<file path="config.mk">
export PLATFORM = sky130hd
export DESIGN_NAME = mdu_hilo
export DESIGN_NICKNAME = d
export VERILOG_FILES = /design/src/rtl/mdu_pkg.sv /design/src/rtl/mdu_divstep.sv /design/src/rtl/mdu_hilo.sv
export SDC_FILE = /design/constraint.sdc
export NUM_CORES = 1
export LEC_CHECK = 0
export BUFFER_PORTS_ARGS = -buffer_cell sky130_fd_sc_hd__buf_2
export CAP_MARGIN = 15
export CELL_PAD_IN_SITES_DETAIL_PLACEMENT = 1
export CELL_PAD_IN_SITES_GLOBAL_PLACEMENT = 1
export CORE_ASPECT_RATIO = 1.75
export CORE_MARGIN = 10
export CORE_UTILIZATION = 25
export DETAILED_ROUTE_END_ITERATION = 16
export PLACE_DENSITY = 0.62
export SETUP_SLACK_MARGIN = 0.1
export SLEW_MARGIN = 20
export SYNTH_ARGS = -nofsm -noshare
export SYNTH_HDL_FRONTEND = slang
export SYNTH_HIERARCHICAL = 1
export SYNTH_SLANG_ARGS = --single-unit
export TNS_END_PERCENT = 30
</file>
<file path="constraint.sdc">
create_clock -name clk -period 7.6 [get_ports clk]
set_input_delay 0 -clock clk [delete_from_list [all_inputs] [get_ports clk]]
set_output_delay 0 -clock clk [all_outputs]
set_load 0.02 [all_outputs]
</file>
<file path="src/rtl/mdu_pkg.sv">
// Shared encodings, FSM state and latched-op context for the HI/LO multiply/divide unit.
package mdu_pkg;

   localparam logic [2:0] MDU_MULT  = 3'b000;
   localparam logic [2:0] MDU_MULTU = 3'b001;
   localparam logic [2:0] MDU_DIV   = 3'b010;
   localparam logic [2:0] MDU_DIVU  = 3'b011;
   localparam logic [2:0] MDU_MTHI  = 3'b100;
   localparam logic [2:0] MDU_MTLO  = 3'b101;

   localparam int MDU_ITER = 32;

   typedef enum logic [1:0] {
      IDLE = 2'd0,
      RUN  = 2'd1,
      FIX  = 2'd2
   } mdu_state_e;

   // What FIX needs to know about the op that was issued.
   typedef struct packed {
      logic is_div;
      logic sgn;
      logic sa;
      logic sb;
      logic bz;
   } mdu_ctx_t;

endpackage

</file>
<file path="src/rtl/mdu_divstep.sv">
// One restoring-division step: shift in a dividend bit, subtract divisor if it fits.
module mdu_divstep #(
   parameter int W = 32
) (
   input  logic [W-1:0] rem,
   input  logic         dbit,
   input  logic [W-1:0] divisor,
   output logic [W-1:0] rem_next,
   output logic         qbit
);

   logic [W:0] trial;
   logic [W:0] diff;

   assign trial    = {rem, dbit};
   assign diff     = trial - {1'b0, divisor};
   // Borrow out of the W+1 bit subtract means the divisor did not fit.
   assign qbit     = ~diff[W];
   assign rem_next = qbit ? diff[W-1:0] : trial[W-1:0];

endmodule

</file>
<file path="src/rtl/mdu_hilo.sv">
// Iterative MULT/MULTU/DIV/DIVU unit with architectural HI/LO and MTHI/MTLO writes.
module mdu_hilo
   import mdu_pkg::*;
#(
   parameter int DATASIZE = 32
) (
   input  logic                clk,
   input  logic                reset,
   input  logic                start,
   input  logic [2:0]          op,
   input  logic                flush,
   input  logic [DATASIZE-1:0] srca,
   input  logic [DATASIZE-1:0] srcb,
   output logic [DATASIZE-1:0] hi,
   output logic [DATASIZE-1:0] lo,
   output logic                busy,
   output logic                done
);

   localparam int MSB = DATASIZE - 1;

   mdu_state_e          state;
   mdu_ctx_t            ctx;
   logic [5:0]          cnt;
   logic [DATASIZE-1:0] acc;
   logic [DATASIZE-1:0] mq;
   logic [DATASIZE-1:0] opb;
   logic [DATASIZE-1:0] orig_a;

   logic                is_md, is_mt, sgn_in;
   logic [DATASIZE-1:0] a_mag, b_mag;

   assign is_md  = ~op[2];
   assign is_mt  = (op == MDU_MTHI) || (op == MDU_MTLO);
   assign sgn_in = ~op[0];
   assign a_mag  = (sgn_in && srca[MSB]) ? -srca : srca;
   assign b_mag  = (sgn_in && srcb[MSB]) ? -srcb : srcb;

   // acc:mq is the 64-bit product shifter for multiply, remainder:dividend/quotient for divide.
   logic [DATASIZE:0]   mul_sum;
   logic [DATASIZE-1:0] div_rem;
   logic                div_q;

   assign mul_sum = {1'b0, acc} + (mq[0] ? {1'b0, opb} : '0);

   mdu_divstep #(.W(DATASIZE)) u_divstep (
      .rem      (acc),
      .dbit     (mq[MSB]),
      .divisor  (opb),
      .rem_next (div_rem),
      .qbit     (div_q)
   );

   logic [2*DATASIZE-1:0] prod_f;
   logic [DATASIZE-1:0]   quo_f, rem_f, res_hi, res_lo;

   always_comb begin
      prod_f = (ctx.sgn && (ctx.sa ^ ctx.sb)) ? -{acc, mq} : {acc, mq};
      quo_f  = (ctx.sgn && (ctx.sa ^ ctx.sb)) ? -mq : mq;
      rem_f  = (ctx.sgn && ctx.sa) ? -acc : acc;
      res_hi = prod_f[2*DATASIZE-1:DATASIZE];
      res_lo = prod_f[DATASIZE-1:0];
      if (ctx.is_div) begin
         res_hi = rem_f;
         res_lo = quo_f;
         if (ctx.bz) begin
            res_hi = orig_a;
            res_lo = '1;
         end
      end
   end

   assign busy = (state != IDLE);

   always_ff @(posedge clk or negedge reset) begin
      if (!reset) begin
         state  <= IDLE;
         ctx    <= '0;
         cnt    <= '0;
         acc    <= '0;
         mq     <= '0;
         opb    <= '0;
         orig_a <= '0;
         hi     <= '0;
         lo     <= '0;
         done   <= 1'b0;
      end else begin
         done <= 1'b0;
         case (state)
            IDLE: begin
               if (start && !flush) begin
                  if (is_mt) begin
                     if (op == MDU_MTLO) lo <= srca;
                     else                hi <= srca;
                  end else if (is_md) begin
                     ctx.is_div <= op[1];
                     ctx.sgn    <= sgn_in;
                     ctx.sa     <= sgn_in & srca[MSB];
                     ctx.sb     <= sgn_in & srcb[MSB];
                     ctx.bz     <= (srcb == '0);
                     acc        <= '0;
                     mq         <= op[1] ? a_mag : b_mag;
                     opb        <= op[1] ? b_mag : a_mag;
                     orig_a     <= srca;
                     cnt        <= '0;
                     state      <= RUN;
                  end
               end
            end
            RUN: begin
               if (flush) begin
                  cnt   <= '0;
                  state <= IDLE;
               end else begin
                  if (ctx.is_div) begin
                     acc <= div_rem;
                     mq  <= {mq[MSB-1:0], div_q};
                  end else begin
                     acc <= mul_sum[DATASIZE:1];
                     mq  <= {mul_sum[0], mq[MSB:1]};
                  end
                  if (cnt == 6'(MDU_ITER - 1)) begin
                     cnt   <= '0;
                     state <= FIX;
                  end else begin
                     cnt <= cnt + 1'b1;
                  end
               end
            end
            FIX: begin
               state <= IDLE;
               if (!flush) begin
                  hi   <= res_hi;
                  lo   <= res_lo;
                  done <= 1'b1;
               end
            end
            default: state <= IDLE;
         endcase
      end
   end

endmodule

</file>
==> qor.yml, run 1 <==
placed_design:
  dp.cells: 3149
  place_hpwl_um: 65000
  finalWeightedCongestion: 0.901
  portBuffers: 136
detailed_routing:
  wl_met1_um: 29700
  num_vias: 17800
  drc: 0
  via_per_inst: 5.50
  drt_iter0_markers: 1039
  wl_met3_um: 2280
  drt_pass1_iterations: 5
  routed.top_layer: "met4"
  finalWirelength_um: 84100
  wl_per_cell_um: 26.0
  ant_nets: 0
  met2WireLength_um: 44400
final_layout:
  drive_gt1_share_pct: 12.5
  nets: 2460
  syn_to_final_growth_pct: 16.1
  antenna_cells: 0
  postLayoutCoreUtil_pct: 29.3
  fin_cells: 3239
logic_synthesis:
  synth-seq-area-share_pct: 29.7
  yosysWarnings: 6
  yosys_register_bits: 206
  ys.flop_type: "dfrtp_1"
  avgSynthCellArea_um2: 7.79
  syn_area_um2: 17300
  ys_top_cells_by_count: "317 x nand2_1, 246 x o21ai_0, 206 x dfrtp_1, 189 x a21oi_1, 169 x nor2_1"
  ys_types: 99
  async_flop_share_pct: 100
  synthTopCellsByArea: "dfrtp_1 30%, o21ai_0 7.1%, nand2_1 6.9%, a21oi_1 5.5%, ha_1 5.0%"
  synth_enable_flop_cells: 0
  synth.most_common_cell: "nand2_1"
  synth_top_area_cell: "dfrtp_1"
  syn_inst: 2226
  syn-num-nets: 2368
  yosysTopAreaCellShare_pct: 29.7
floorplanning:
  io_pins: 137
  die_x_um: 219
  die_area_um2: 80700
  die_y_um: 368
  initial_core_util_pct: 25.3
  rows: 127
  core-area_um2: 68600
sta:
  maxSlewViolCount: 0
  holdWs_ps: -32.3
  worst_pin_slew_ps: 1080
  fmax_mhz: 239
  rsz0062_at_grt: "false"
  relSlewSlack_pct: 28.3
  fin_crit_sh_pct: 55.0
  tns_ps: 0
  clock-skew-final_ps: 28.2
  setup_violations: 0
  layout_min_cycle_time_ps: 4180
  hold_violations: 5
power_and_ir_drop:
  p_sw_w: 0.00416
  peakVddDrop_mv: 0.172
  switching_share_pct: 50.2
  p_clk_share_pct: 15.6
  p_per_area_nw_per_um2: 411
  p_comb_share_pct: 57.6
  p_seq_share_pct: 26.7
  p_int_w: 0.00412
  p_leak_nw: 8.69
clock_tree:
  cts.clk_slew.worst_paths_ps: 60
  cts_tree: "done"
  hold_buffers: 46
  cts_resized: 0
  cts_setup_buffers: 0
  htreeDepth: 1
  worstSkewPairLatency_ps: 590
  cts_buffer_depth: 3
  clock_tree.root_cell: "clkbuf_16"
  cts_sinks: 206
  cts_buffers: 24
critical_path:
  cp_max_fo: 24
  worst_r2r_path_depth: 16
  cp_data_arrival_time_ps: 4630
  cp-end-kind: "register"
  required_ps: 8050
  path_class: "register to register"
  startpoint_type: "register"
global_routing:
  antenna_found_initial: 0
  grt_pass1_vias: 18900
  gr-usage-all-layers_pct: 20.2
  grt_max_degree: 100
  grt_pass1_wl_um: 123000
  grt_overflow_total: 0
run_status:
  status: "complete, but fails checks"
  violations: "hold timing"
run:
  cap_violations: 0
worst_hold_path:
  hold_path_class: "input pin to async pin"
## cell usage in the layout (no fill, tap or decap), drive strengths merged, types with 10 or more instances in the layout
cell         count
nand2b          12
inv             61
nand2          318
a22o            10
o22ai           39
a211oi          17
o211ai          12
dfrtp          206
or4             13
nand3           40
mux2i           40
or3             24
a21oi          191
nor2b           16
xor2            90
and3            22
buf            173
a221oi          12
dlygate4sd3     46
a21o            32
nor4            13
and2            39
xnor2           94
a31oi           25
ha              69
o31ai           24
a22oi           13
nor3            46
mux2            34
o21ai          257
nand4           20
nor2           171
o21a            18
clkbuf          31
## power groups by stage
stage	Clock (W)	Combinational, W	Sequential [W]
after floorplan	0	0.00347	0.00193
after global placement	0	0.00462	0.00221
after detailed placement	0	0.00471	0.00223
after CTS	0.00132	0.00476	0.00221
after global routing	0.00136	0.00519	0.00225
final	0.00129	0.00477	0.00221
## registers in the layout, summed over array words and instances (netlist names)
register  cells
opb          32
orig_a       32
lo           32
acc          32
state         2
ctx           5
done          1
mq           32
hi           32
cnt           6
## critical path: stages (launching register included)
cell and delay [ps]:
dfrtp_1 560, inv_1 90, ha_1 240, fa_1 410, and2b_1 250, o2111ai_2 140
a21oi_2 220, o2111ai_1 200, a211oi_2 350, nor2_4 110, mux2i_4 250, and2_4 240
inv_8 230, mux2_2 370, nand2_1 60, o21ai_0 90, a22o_1 230
## cells by family after synthesis
| group | after synthesis | synth area share, % |
|---|---|---|
| AO/OA/AOI/OAI | 716 | 25.0 |
| flip-flops | 206 | 29.7 |
| multiplexers | 74 | 5.00 |
| XOR/XNOR | 184 | 9.30 |
| AND/OR/NAND/NOR | 760 | 20.5 |
| buffers and inverters | 215 | 5.27 |
| adder cells (fa/ha/maj) | 71 | 5.21 |
## per-layer routing
metal / track usage [%] / vias up
met5: 0 / -
met4: 16.8 / 0
met3: 1.58 / 220
met2: 37.6 / 504
met1: 19.9 / 8954
li1: - / 8122
## stage by stage
step	cell area, um^2	worst slack (ps)	total power [W]
global placement	18800	3480	0.00683
detailed placement	18800	3430	0.00694
CTS	20100	3420	0.00828
global route	20100	3190	0.00880
floorplan	17300	3960	0.00540
finish	20100	3420	0.00828
## final cells by class
cell class	instances	area, um^2
fillers	8292	48500
multi-input cells	1805	11300
flip-flops and latches	206	5160
repair buffers	219	1430
well taps	903	1130
clock buffers	31	677
inverters	62	240
clock inverters	13	160
## worst paths after layout
kind                              end  slack, ps        from
setup / recovery               acc[7]       3420      mq[31]
setup reg to reg               acc[7]       3420      mq[31]
min in group clk               opb[9]         20     srcb[9]
max in group asynchronous      ctx[4]       6090       reset
hold reg to reg            orig_a[18]        480  orig_a[18]
hold / removal                 cnt[4]        -30       reset
Power figures use the tool's default switching activity.
==> run 2, diff against run 1 <==
==> constraint.sdc (replaced) <==
create_clock -name clk -period 4.2 [get_ports clk]
set_input_delay 0 -clock clk [delete_from_list [all_inputs] [get_ports clk]]
set_output_delay 0 -clock clk [all_outputs]
set_load 0.02 [all_outputs]
==> run 2 against run 1 <==
  * Non-clock buffer count increased by 39
  * Flip-flop and latch count unchanged
  * Global-route usage increased by 0.83 points
  * Clock-buffer cell count fell by 2
  * Register-to-register slack worse by 3100 ps
  * Via count increased by 1.3%
  * The flow now finishes without violations
  * Final area up 1.8%
  * Sequential share of layout area fell by 0.45 points
  * Largest cell class unchanged
  * Die area unchanged
  * Clock skew shrank 1.1 ps
  * Critical path type unchanged
==> qor.yml, run 2 (synthesized netlist as in run 1, its figures left out) <==
global_routing:
  grt-busiest-layer: "met2"
  grt_overflow_total: 0
  met2_usage_pct: 38.6
  use_met1_pct: 20.8
  grt_pass1_vias: 19300
  gr-usage-all-layers_pct: 21.1
  grt_max_degree: 99
  global_route.usage.met3_pct: 2.17
  antenna_found_initial: 2
  grt_pass1_wl_um: 128000
sta:
  relSlewSlack_pct: 33.2
  fmax_mhz: 257
  rsz0062_at_grt: "false"
  clock-skew-final_ps: 27.1
  maxSlewViolCount: 0
  hold_violations: 0
  fin_crit_sh_pct: 92.5
  holdWs_ps: 19.0
  setup_violations: 0
  layout_min_cycle_time_ps: 3890
  worst_pin_slew_ps: 1000
  tns_ps: 0
floorplanning:
  io_pins: 137
  initial_core_util_pct: 25.3
  core-area_um2: 68600
  die_x_um: 219
  die_area_um2: 80700
  die_y_um: 368
  rows: 127
placed_design:
  finalWeightedCongestion: 0.926
  place_hpwl_um: 67300
  placed_area_um2: 19100
  portBuffers: 136
clock_tree:
  clock_tree.root_cell: "clkbuf_16"
  worstSkewPairLatency_ps: 580
  htreeDepth: 1
  cts_tree: "done"
  cts.clk_slew.worst_paths_ps: 70
  cts_buffers: 25
  cts_sinks: 206
  cts_buffer_depth: 3
final_layout:
  design_area_um2: 20500
  drive_gt1_share_pct: 14.1
  final_common_cell: "nand2_1"
  layout_common_cells: "315 x nand2_1, 246 x o21ai_0, 205 x dfrtp_1"
  antenna_cells: 0
  nets: 2500
  nFillCells: 8377
  syn_to_final_growth_pct: 18.2
critical_path:
  required_ps: 4620
  cp_max_fo: 21
  path_class: "register to register"
  cp-end-kind: "register"
  cp_data_arrival_time_ps: 4310
  startpoint_type: "register"
detailed_routing:
  ant_nets: 0
  num_vias: 18000
  drt_pass1_iterations: 5
  via_per_inst: 5.50
  wl_per_cell_um: 26.5
  drc: 0
  drt_iter0_markers: 1144
  finalWirelength_um: 86900
power_and_ir_drop:
  peakVddDrop_mv: 0.380
  p_per_area_nw_per_um2: 751
  p_leak_nw: 8.93
run:
  cap_violations: 0
worst_hold_path:
  hold_path_class: "input pin to register"
run_status:
  status: "complete, no violations"
[run 2: worst paths after layout]
| check | start | end | slack [ps] | cells past startpoint |
|---|---|---|---|---|
| min in group asynchronous | reset | state[1] | 70 | 2 |
| min | srcb[12] | opb[12] | 20 | 4 |
| min reg2reg | orig_a[9] | orig_a[9] | 470 | 2 |
| max reg2reg | mq[31] | acc[9] | 310 | 16 |
| max in group asynchronous | reset | orig_a[30] | 3040 | 3 |
| max | mq[31] | acc[9] | 310 | 16 |
[run 2: per-layer routing]
layer / vias up / share of wire (%)
met5: - / 0.040
met4: 4 / 9.4
met3: 245 / 3.2
met2: 522 / 52
met1: 9062 / 35
li1: 8195 / -
[run 2: cell type report]
cell class | instances | area [um^2] | share of cell area (%)
Clock buffer | 29 | 671 | 3.27
Clock inverter | 15 | 186 | 0.910
Inverter | 62 | 240 | 1.17
Multi-Input combinational cell | 1805 | 11300 | 55.3
Sequential cell | 206 | 5160 | 25.2
Tap cell | 903 | 1130 | 5.52
Timing Repair Buffer | 258 | 1770 | 8.62
[run 2: per-stage QoR]
step	utilization [%]	power, W	setup slack [ps]	cells
after detailed placement	27.9	0.0128	251	3186
final	29.8	0.0154	314	3278
after CTS	29.8	0.0153	240	3276
after global routing	29.8	0.0163	114	3278
after global placement	27.9	0.0127	330	3186
after floorplan	-	0.00977	559	2226
[run 2: worst max-delay path: stages, from the launching register on]
cell	delay, ps
dfrtp_1	350
inv_1	50
ha_1	220
fa_1	410
and2b_1	260
o2111ai_2	140
a21oi_2	220
o2111ai_1	220
a211oi_2	330
nor2_4	100
mux2i_4	210
and2_4	220
inv_8	200
buf_4	210
mux2_4	310
a22oi_1	170
o21ai_0	110
[run 2: what timing repair did]
item / CTS / global route
resized for setup: 0 / 1
setup endpoints to repair: 0 / 8
endpoints found under the hold margin: 196 / 0
buffers inserted: 0 / 1
hold buffers: 46 / 0
[run 2: report_power, final]
part / internal, W / leakage [nW] / switching (W)
registers: 0.00270 / 2.60 / 0.000934
clock network: 0.00139 / 0.432 / 0.00102
logic: 0.00366 / 5.90 / 0.00568
total: 0.00775 / 8.93 / 0.00763
